### src/rtl/vga_input_conditioner_pkg.sv
// Shared encodings for the VGA input conditioner: screen modes, note-key indices
// and the mode-to-screen-select mapping.
package vga_input_conditioner_pkg;

  localparam int NUM_KEYS = 7;

  localparam int KEY_C = 0;
  localparam int KEY_D = 1;
  localparam int KEY_E = 2;
  localparam int KEY_F = 3;
  localparam int KEY_G = 4;
  localparam int KEY_A = 5;
  localparam int KEY_B = 6;

  typedef enum logic [1:0] {
    MODE_HOME  = 2'd0,
    MODE_FREE  = 2'd1,
    MODE_LEARN = 2'd2,
    MODE_MARY  = 2'd3
  } mode_e;

  // One-hot {mary, learn, free} select bits for vga_controller; HOME selects nothing.
  function automatic logic [2:0] screen_select(input mode_e m);
    logic [2:0] sel;
    case (m)
      MODE_HOME:  sel = 3'b000;
      MODE_FREE:  sel = 3'b001;
      MODE_LEARN: sel = 3'b010;
      MODE_MARY:  sel = 3'b100;
      default:    sel = 3'b000;
    endcase
    return sel;
  endfunction

endpackage

### src/rtl/vga_input_conditioner_debounce_sync.sv
// One-bit two-flop synchronizer followed by a hold-time debouncer; the stable level
// only moves after the synchronized input has differed for DEBOUNCE_CYCLES edges.
module debounce_sync #(
  parameter int   DEBOUNCE_CYCLES = 250000,
  parameter int   CNT_W           = 18,
  parameter logic RESET_LEVEL     = 1'b0
) (
  input  logic iVGA_CLK,
  input  logic iRST_n,
  input  logic raw,
  output logic stable
);

  localparam logic [CNT_W-1:0] CNT_LAST = CNT_W'(DEBOUNCE_CYCLES - 1);

  logic             sync1_r;
  logic             sync2_r;
  logic             stable_r;
  logic [CNT_W-1:0] cnt_r;

  // Synchronizer chain and debounce counter; any sample matching stable restarts the count.
  always_ff @(posedge iVGA_CLK or negedge iRST_n) begin
    if (!iRST_n) begin
      sync1_r  <= RESET_LEVEL;
      sync2_r  <= RESET_LEVEL;
      stable_r <= RESET_LEVEL;
      cnt_r    <= '0;
    end else begin
      sync1_r <= raw;
      sync2_r <= sync1_r;
      if (sync2_r == stable_r) begin
        cnt_r <= '0;
      end else if (cnt_r == CNT_LAST) begin
        stable_r <= sync2_r;
        cnt_r    <= '0;
      end else begin
        cnt_r <= cnt_r + {{(CNT_W-1){1'b0}}, 1'b1};
      end
    end
  end

  assign stable = stable_r;

endmodule

### src/rtl/vga_input_conditioner.sv
// Conditions raw keys and mode buttons for vga_controller; mode changes are held
// pending and committed only on the falling edge of vertical sync.
module vga_input_conditioner
  import vga_input_conditioner_pkg::*;
#(
  parameter int DEBOUNCE_CYCLES = 250000,
  parameter int CNT_W           = 18
) (
  input  logic                iVGA_CLK,
  input  logic                iRST_n,
  input  logic [NUM_KEYS-1:0] key_raw,
  input  logic                btn_home_n,
  input  logic                btn_free_n,
  input  logic                btn_learn_n,
  input  logic                btn_mary_n,
  input  logic                iVS,
  output logic [NUM_KEYS-1:0] key_out,
  output logic                free_play_button,
  output logic                learn_song_button,
  output logic                play_mary_button,
  output logic [1:0]          mode,
  output logic                key_event
);

  // Button order doubles as priority: index 0 (HOME) wins over higher indices.
  logic [3:0]          btn_raw_s;
  logic [3:0]          btn_stable_s;
  logic [3:0]          btn_press_s;
  logic [NUM_KEYS-1:0] key_stable_s;
  logic                req_any_s;
  mode_e               req_mode_s;

  logic [3:0]          btn_prev_r;
  logic [NUM_KEYS-1:0] key_prev_r;
  logic                vs_d_r;
  mode_e               mode_r;
  mode_e               pending_r;
  logic                pend_valid_r;
  logic [2:0]          sel_r;
  logic [NUM_KEYS-1:0] key_out_r;
  logic                key_event_r;

  assign btn_raw_s = {btn_mary_n, btn_learn_n, btn_free_n, btn_home_n};

  for (genvar i = 0; i < NUM_KEYS; i++) begin : g_key
    debounce_sync #(
      .DEBOUNCE_CYCLES(DEBOUNCE_CYCLES),
      .CNT_W          (CNT_W),
      .RESET_LEVEL    (1'b0)
    ) u_key (
      .iVGA_CLK(iVGA_CLK),
      .iRST_n  (iRST_n),
      .raw     (key_raw[i]),
      .stable  (key_stable_s[i])
    );
  end

  for (genvar i = 0; i < 4; i++) begin : g_btn
    debounce_sync #(
      .DEBOUNCE_CYCLES(DEBOUNCE_CYCLES),
      .CNT_W          (CNT_W),
      .RESET_LEVEL    (1'b1)
    ) u_btn (
      .iVGA_CLK(iVGA_CLK),
      .iRST_n  (iRST_n),
      .raw     (btn_raw_s[i]),
      .stable  (btn_stable_s[i])
    );
  end

  assign btn_press_s = btn_prev_r & ~btn_stable_s;
  assign req_any_s   = |btn_press_s;

  // Priority pick among simultaneous button presses.
  always_comb begin
    req_mode_s = MODE_HOME;
    if (btn_press_s[0]) begin
      req_mode_s = MODE_HOME;
    end else if (btn_press_s[1]) begin
      req_mode_s = MODE_FREE;
    end else if (btn_press_s[2]) begin
      req_mode_s = MODE_LEARN;
    end else if (btn_press_s[3]) begin
      req_mode_s = MODE_MARY;
    end else begin
      req_mode_s = MODE_HOME;
    end
  end

  // Pending/commit state and registered outputs; a request in the vsync edge cycle defers commit.
  always_ff @(posedge iVGA_CLK or negedge iRST_n) begin
    if (!iRST_n) begin
      btn_prev_r   <= 4'b1111;
      key_prev_r   <= '0;
      vs_d_r       <= 1'b1;
      mode_r       <= MODE_HOME;
      pending_r    <= MODE_HOME;
      pend_valid_r <= 1'b0;
      sel_r        <= 3'b000;
      key_out_r    <= '0;
      key_event_r  <= 1'b0;
    end else begin
      btn_prev_r <= btn_stable_s;
      key_prev_r <= key_stable_s;
      vs_d_r     <= iVS;
      if (req_any_s) begin
        pending_r    <= req_mode_s;
        pend_valid_r <= 1'b1;
      end else if (vs_d_r && !iVS && pend_valid_r) begin
        mode_r       <= pending_r;
        pend_valid_r <= 1'b0;
      end
      sel_r <= screen_select(mode_r);
      if (mode_r != MODE_HOME) begin
        key_out_r   <= key_stable_s;
        key_event_r <= |(key_stable_s & ~key_prev_r);
      end else begin
        key_out_r   <= '0;
        key_event_r <= 1'b0;
      end
    end
  end

  assign key_out           = key_out_r;
  assign key_event         = key_event_r;
  assign mode              = mode_r;
  assign free_play_button  = sel_r[0];
  assign learn_song_button = sel_r[1];
  assign play_mary_button  = sel_r[2];

endmodule

### config.mk
export PLATFORM = sky130hd
export DESIGN_NAME = vga_input_conditioner
export DESIGN_NICKNAME = d
export VERILOG_FILES = /design/src/rtl/vga_input_conditioner_pkg.sv /design/src/rtl/vga_input_conditioner_debounce_sync.sv /design/src/rtl/vga_input_conditioner.sv
export SDC_FILE = /design/constraint.sdc
export NUM_CORES = 1
export LEC_CHECK = 0
export CORE_ASPECT_RATIO = 1.5
export CORE_MARGIN = 4
export CORE_UTILIZATION = 50
export DETAILED_ROUTE_END_ITERATION = 10
export GPL_ROUTABILITY_DRIVEN = 0
export GPL_TIMING_DRIVEN = 0
export PLACE_DENSITY = 0.66
export SYNTH_ARGS = -nofsm -noshare
export SYNTH_HDL_FRONTEND = slang
export SYNTH_HIERARCHICAL = 1
export SYNTH_SLANG_ARGS = --single-unit
export TNS_END_PERCENT = 100
### constraint.sdc
create_clock -name iVGA_CLK -period 2.6 [get_ports iVGA_CLK]
set_clock_uncertainty 0.1 [all_clocks]
set_input_delay 0.52 -clock iVGA_CLK [delete_from_list [all_inputs] [get_ports iVGA_CLK]]
set_output_delay 0.52 -clock iVGA_CLK [all_outputs]
set_load 0.02 [all_outputs]
==> summary.txt <==
Detailed routing
  – Wl on met1: 9560 µm
  – Top layer in use: met4
  – Met2 Wirelength: 11900 µm
  – DRT iter0 DRCs: 414
  – Vias/cell: 5.45
  – Wirelength, routed: 22500 µm
  – # DRC: 0
  – Via count: 8489
  – Pre-Repair DR Iteration Count: 4
  – Wirelength per Cell: 14.4 µm
  – Antenna Nets Post-Route: 0
  – DR WL met3: 660 µm

Worst setup path
  – Crit path kind: register to register
  – Worst path bufs/invs: 1
  – WP data required: 2930 ps
  – Largest stage delay, worst path: 810 ps
  – Crit end category: register
  – Crit path max-delay cell type: o41ai_4
  – Crit-path max FO: 10
  – Crit-path cells: ha_1 -> nand4_1 -> o41ai_4 -> buf_6 -> nor2_1
  – CP arrival: 2650 ps
  – Top delay family on crit path: compound AO/OA/AOI/OAI gates
  – Startpoint types: register

Timing
  – Final Cycle Share: 89.1%
  – Period minus WS final: 2320 ps
  – RSZ-0062 raised after global routing: false
  – Slew HR: 54.4%
  – Setup TNS: 0 ps
  – Fmax achieved: 431 MHz
  – Final Max Tran Viols: 0
  – Least-Margin Pin Slew: 681 ps
  – Final Hold Viols: 0
  – Final setup violation count: 0

Die
  – Row Count: 70
  – Core footprint: 24300 µm²
  – Initial Util: 50.6%
  – I/O Pins: 27
  – Die Y: 200 µm
  – Die Wd: 136 µm
  – Die ar.: 27300 µm²

Synthesis
  – Prevailing post-synth register cell: dfrtp_1
  – Asr flop ratio synth: 100%
  – Avg Inst Size Synth: 10.7 µm²
  – Post-synth EDFFs: 0
  – Distinct cells, synth: 39
  – Synthesized Nets: 1180
  – Cell count after synthesis: 1155
  – Synth Register Bits: 259
  – Sequential area share after synthesis: 52.8%
  – Syn Std Cell Area: 12300 µm²
  – Synth warn: 6

Clock tree
  – TritonCTS clock tree: done
  – CTS sink cnt: 259
  – Clock buffer count from CTS: 28
  – CTS resizes: 0
  – Clock transition at the registers of the reported paths: 60 ps
  – Skew-Pair Late Insertion Delay: 550 ps
  – Setup bufs post-CTS: 0
  – Max Root-Sink Buffers: 3
  – Max H-tree Level: 1
  – CTS Root Buffer Type: clkbuf_16

Final layout
  – Diode count: 0
  – Finished Layout Cells: 1559
  – Area Growth Syn to Fin: 13.9%
  – Fraction of layout cells with a size suffix above 1: 12.8%
  – Most common cell after layout, fill and taps aside: dfrtp_1
  – Fin nets: 1239
  – Filler cell count in the final layout: 2160
  – Commonest non-fill, non-tap cells in the layout: dfrtp_1, nor2_1, xnor2_1, nor4_1, nand2_1

Global route
  – Initial antenna violation count: 0
  – Pin count of the biggest net entering global routing: 106
  – Grt total ovfl: 0
  – First-pass GRT wire length: 39600 µm
  – GRT Util Overall: 17.0%
  – Vias in the first global route: 8597

Place
  – Post-DP HPWL: 15000 µm
  – Post-Place Cells: 1507
  – Port bufs: 26

Status
  – Status: completed

Power and ir drop
  – PwrDens: 612 nW/µm²
  – Leak: 5.73 nW
  – VDD IR max: 0.431 mV

Worst hold path
  – Tightest Hold Check Type: register to register

Run
  – Max_cap viols: 0
sequential cells by signal (all words and copies together), names as in the netlist, 4 cells and up:
register             flops
key_prev_r               7
btn_prev_r               4
g_btn.u_btn/stable       4
key_out                  7
g_btn.u_btn/sync1_r      4
g_btn.u_btn/cnt_r       72
g_key.u_key/sync2_r      7
g_btn.u_btn/sync2_r      4
g_key.u_key/cnt_r      126
g_key.u_key/sync1_r      7
g_key.u_key/stable       7
where the power goes:
part / switching [W] / internal (W)
registers: 0.0000604 / 0.00410
logic: 0.000179 / 0.000101
clock network: 0.00158 / 0.00257
logic make-up (layout without fill, tap and decap cells):
family | Yosys count | in the layout | synth area share (%)
xor gates and xnor gates | 165 | 165 | 11.7
muxes | 13 | 13 | 1.25
and+or+nand+nor | 594 | 594 | 25.9
DFF | 259 | 259 | 52.8
adders and majority gates | 11 | 11 | 1.12
AOI/OAI and AO/OA | 61 | 61 | 4.95
buffers and inverters | 52 | 132 | 2.26
synth_stat cells (7+ instances only):
library cell / n / area (µm²)
nand2_1: 67 / 251
dfstp_2: 17 / 447
clkbuf_1: 11 / 41.3
o41ai_4: 11 / 303
nand3_2: 11 / 110
nand3_1: 66 / 330
nand4_2: 11 / 138
nor3_1: 24 / 120
or4_1: 11 / 82.6
o21ai_0: 23 / 115
a21oi_2: 11 / 96.3
dfrtp_1: 242 / 6060
mux2_2: 11 / 124
ha_1: 11 / 138
xnor2_1: 110 / 963
or3_1: 11 / 68.8
and4_1: 11 / 96.3
a21oi_1: 12 / 60.1
xor2_1: 55 / 482
or4_4: 11 / 124
nor2_1: 203 / 762
nand4_1: 55 / 344
nor2b_1: 7 / 43.8
inv_1: 30 / 113
nor4_1: 77 / 482
nand2b_1: 11 / 68.8
and3_2: 11 / 82.6
buf_6: 11 / 124
path summary, 6_finish.rpt:
kind / startpoint / end / slack, ps / cells after the start
hold reg to reg: g_key[3].u_key/sync1_r$_DFF_PN0_ / g_key[3].u_key/sync2_r$_DFF_PN0_ / 250 / 0
max in group asynchronous: iRST_n / g_btn[0].u_btn/stable$_DFFE_PN1P_ / 1090 / 3
setup / recovery: g_key[2].u_key/cnt_r[0]$_DFF_PN0_ / g_key[2].u_key/cnt_r[12]$_DFF_PN0_ / 280 / 5
setup reg to reg: g_key[2].u_key/cnt_r[0]$_DFF_PN0_ / g_key[2].u_key/cnt_r[12]$_DFF_PN0_ / 280 / 5
min in group asynchronous: iRST_n / g_key[6].u_key/cnt_r[14]$_DFF_PN0_ / 420 / 2
hold / removal: g_key[3].u_key/sync1_r$_DFF_PN0_ / g_key[3].u_key/sync2_r$_DFF_PN0_ / 250 / 0
layout make-up:
class | count | area, µm² | area share (%)
clock inverter | 11 | 195 | 1.39
inverter | 30 | 113 | 0.803
buffer | 22 | 165 | 1.18
tap | 324 | 405 | 2.89
timing repair buffer | 29 | 330 | 2.36
clock buffer | 40 | 776 | 5.53
sequential | 259 | 6500 | 46.4
multi-input combinational | 844 | 5540 | 39.5
routing by layer:
metal / GRT usage [%] / vias to the layer above
met2: 30.2 / 90
li1: - / 4195
met3: 2.39 / 28
met5: 0 / -
met4: 5.04 / 0
met1: 21.2 / 4176
per-stage QoR:
stage / worst slack (ps) / power, W / hold slack (ps) / util [%] / instance area [µm²]
3_3_place_gp: -10230 / 0.00451 / 235 / 53.3 / 13000
5_1_grt: 107 / 0.00895 / 241 / 57.6 / 14000
2_1_floorplan: 688 / 0.00436 / 124 / - / 12300
4_1_cts: 264 / 0.00874 / 240 / 57.6 / 14000
6_report: 282 / 0.00859 / 248 / 57.6 / 14000
3_5_place_dp: 271 / 0.00452 / 239 / 53.6 / 13000
worst reg2reg max path, stage by stage, from the launching register on:
cell and delay (ps):
dfrtp_1 400, ha_1 240, nand4_1 370, o41ai_4 810
buf_6 230, nor2_1 60
what timing repair did:
action,in CTS,in global routing
endpoints found under the setup margin,0,0
hold buffers,1,0
endpoints found under the hold margin,55,0
Power figures use the tool's default switching activity.
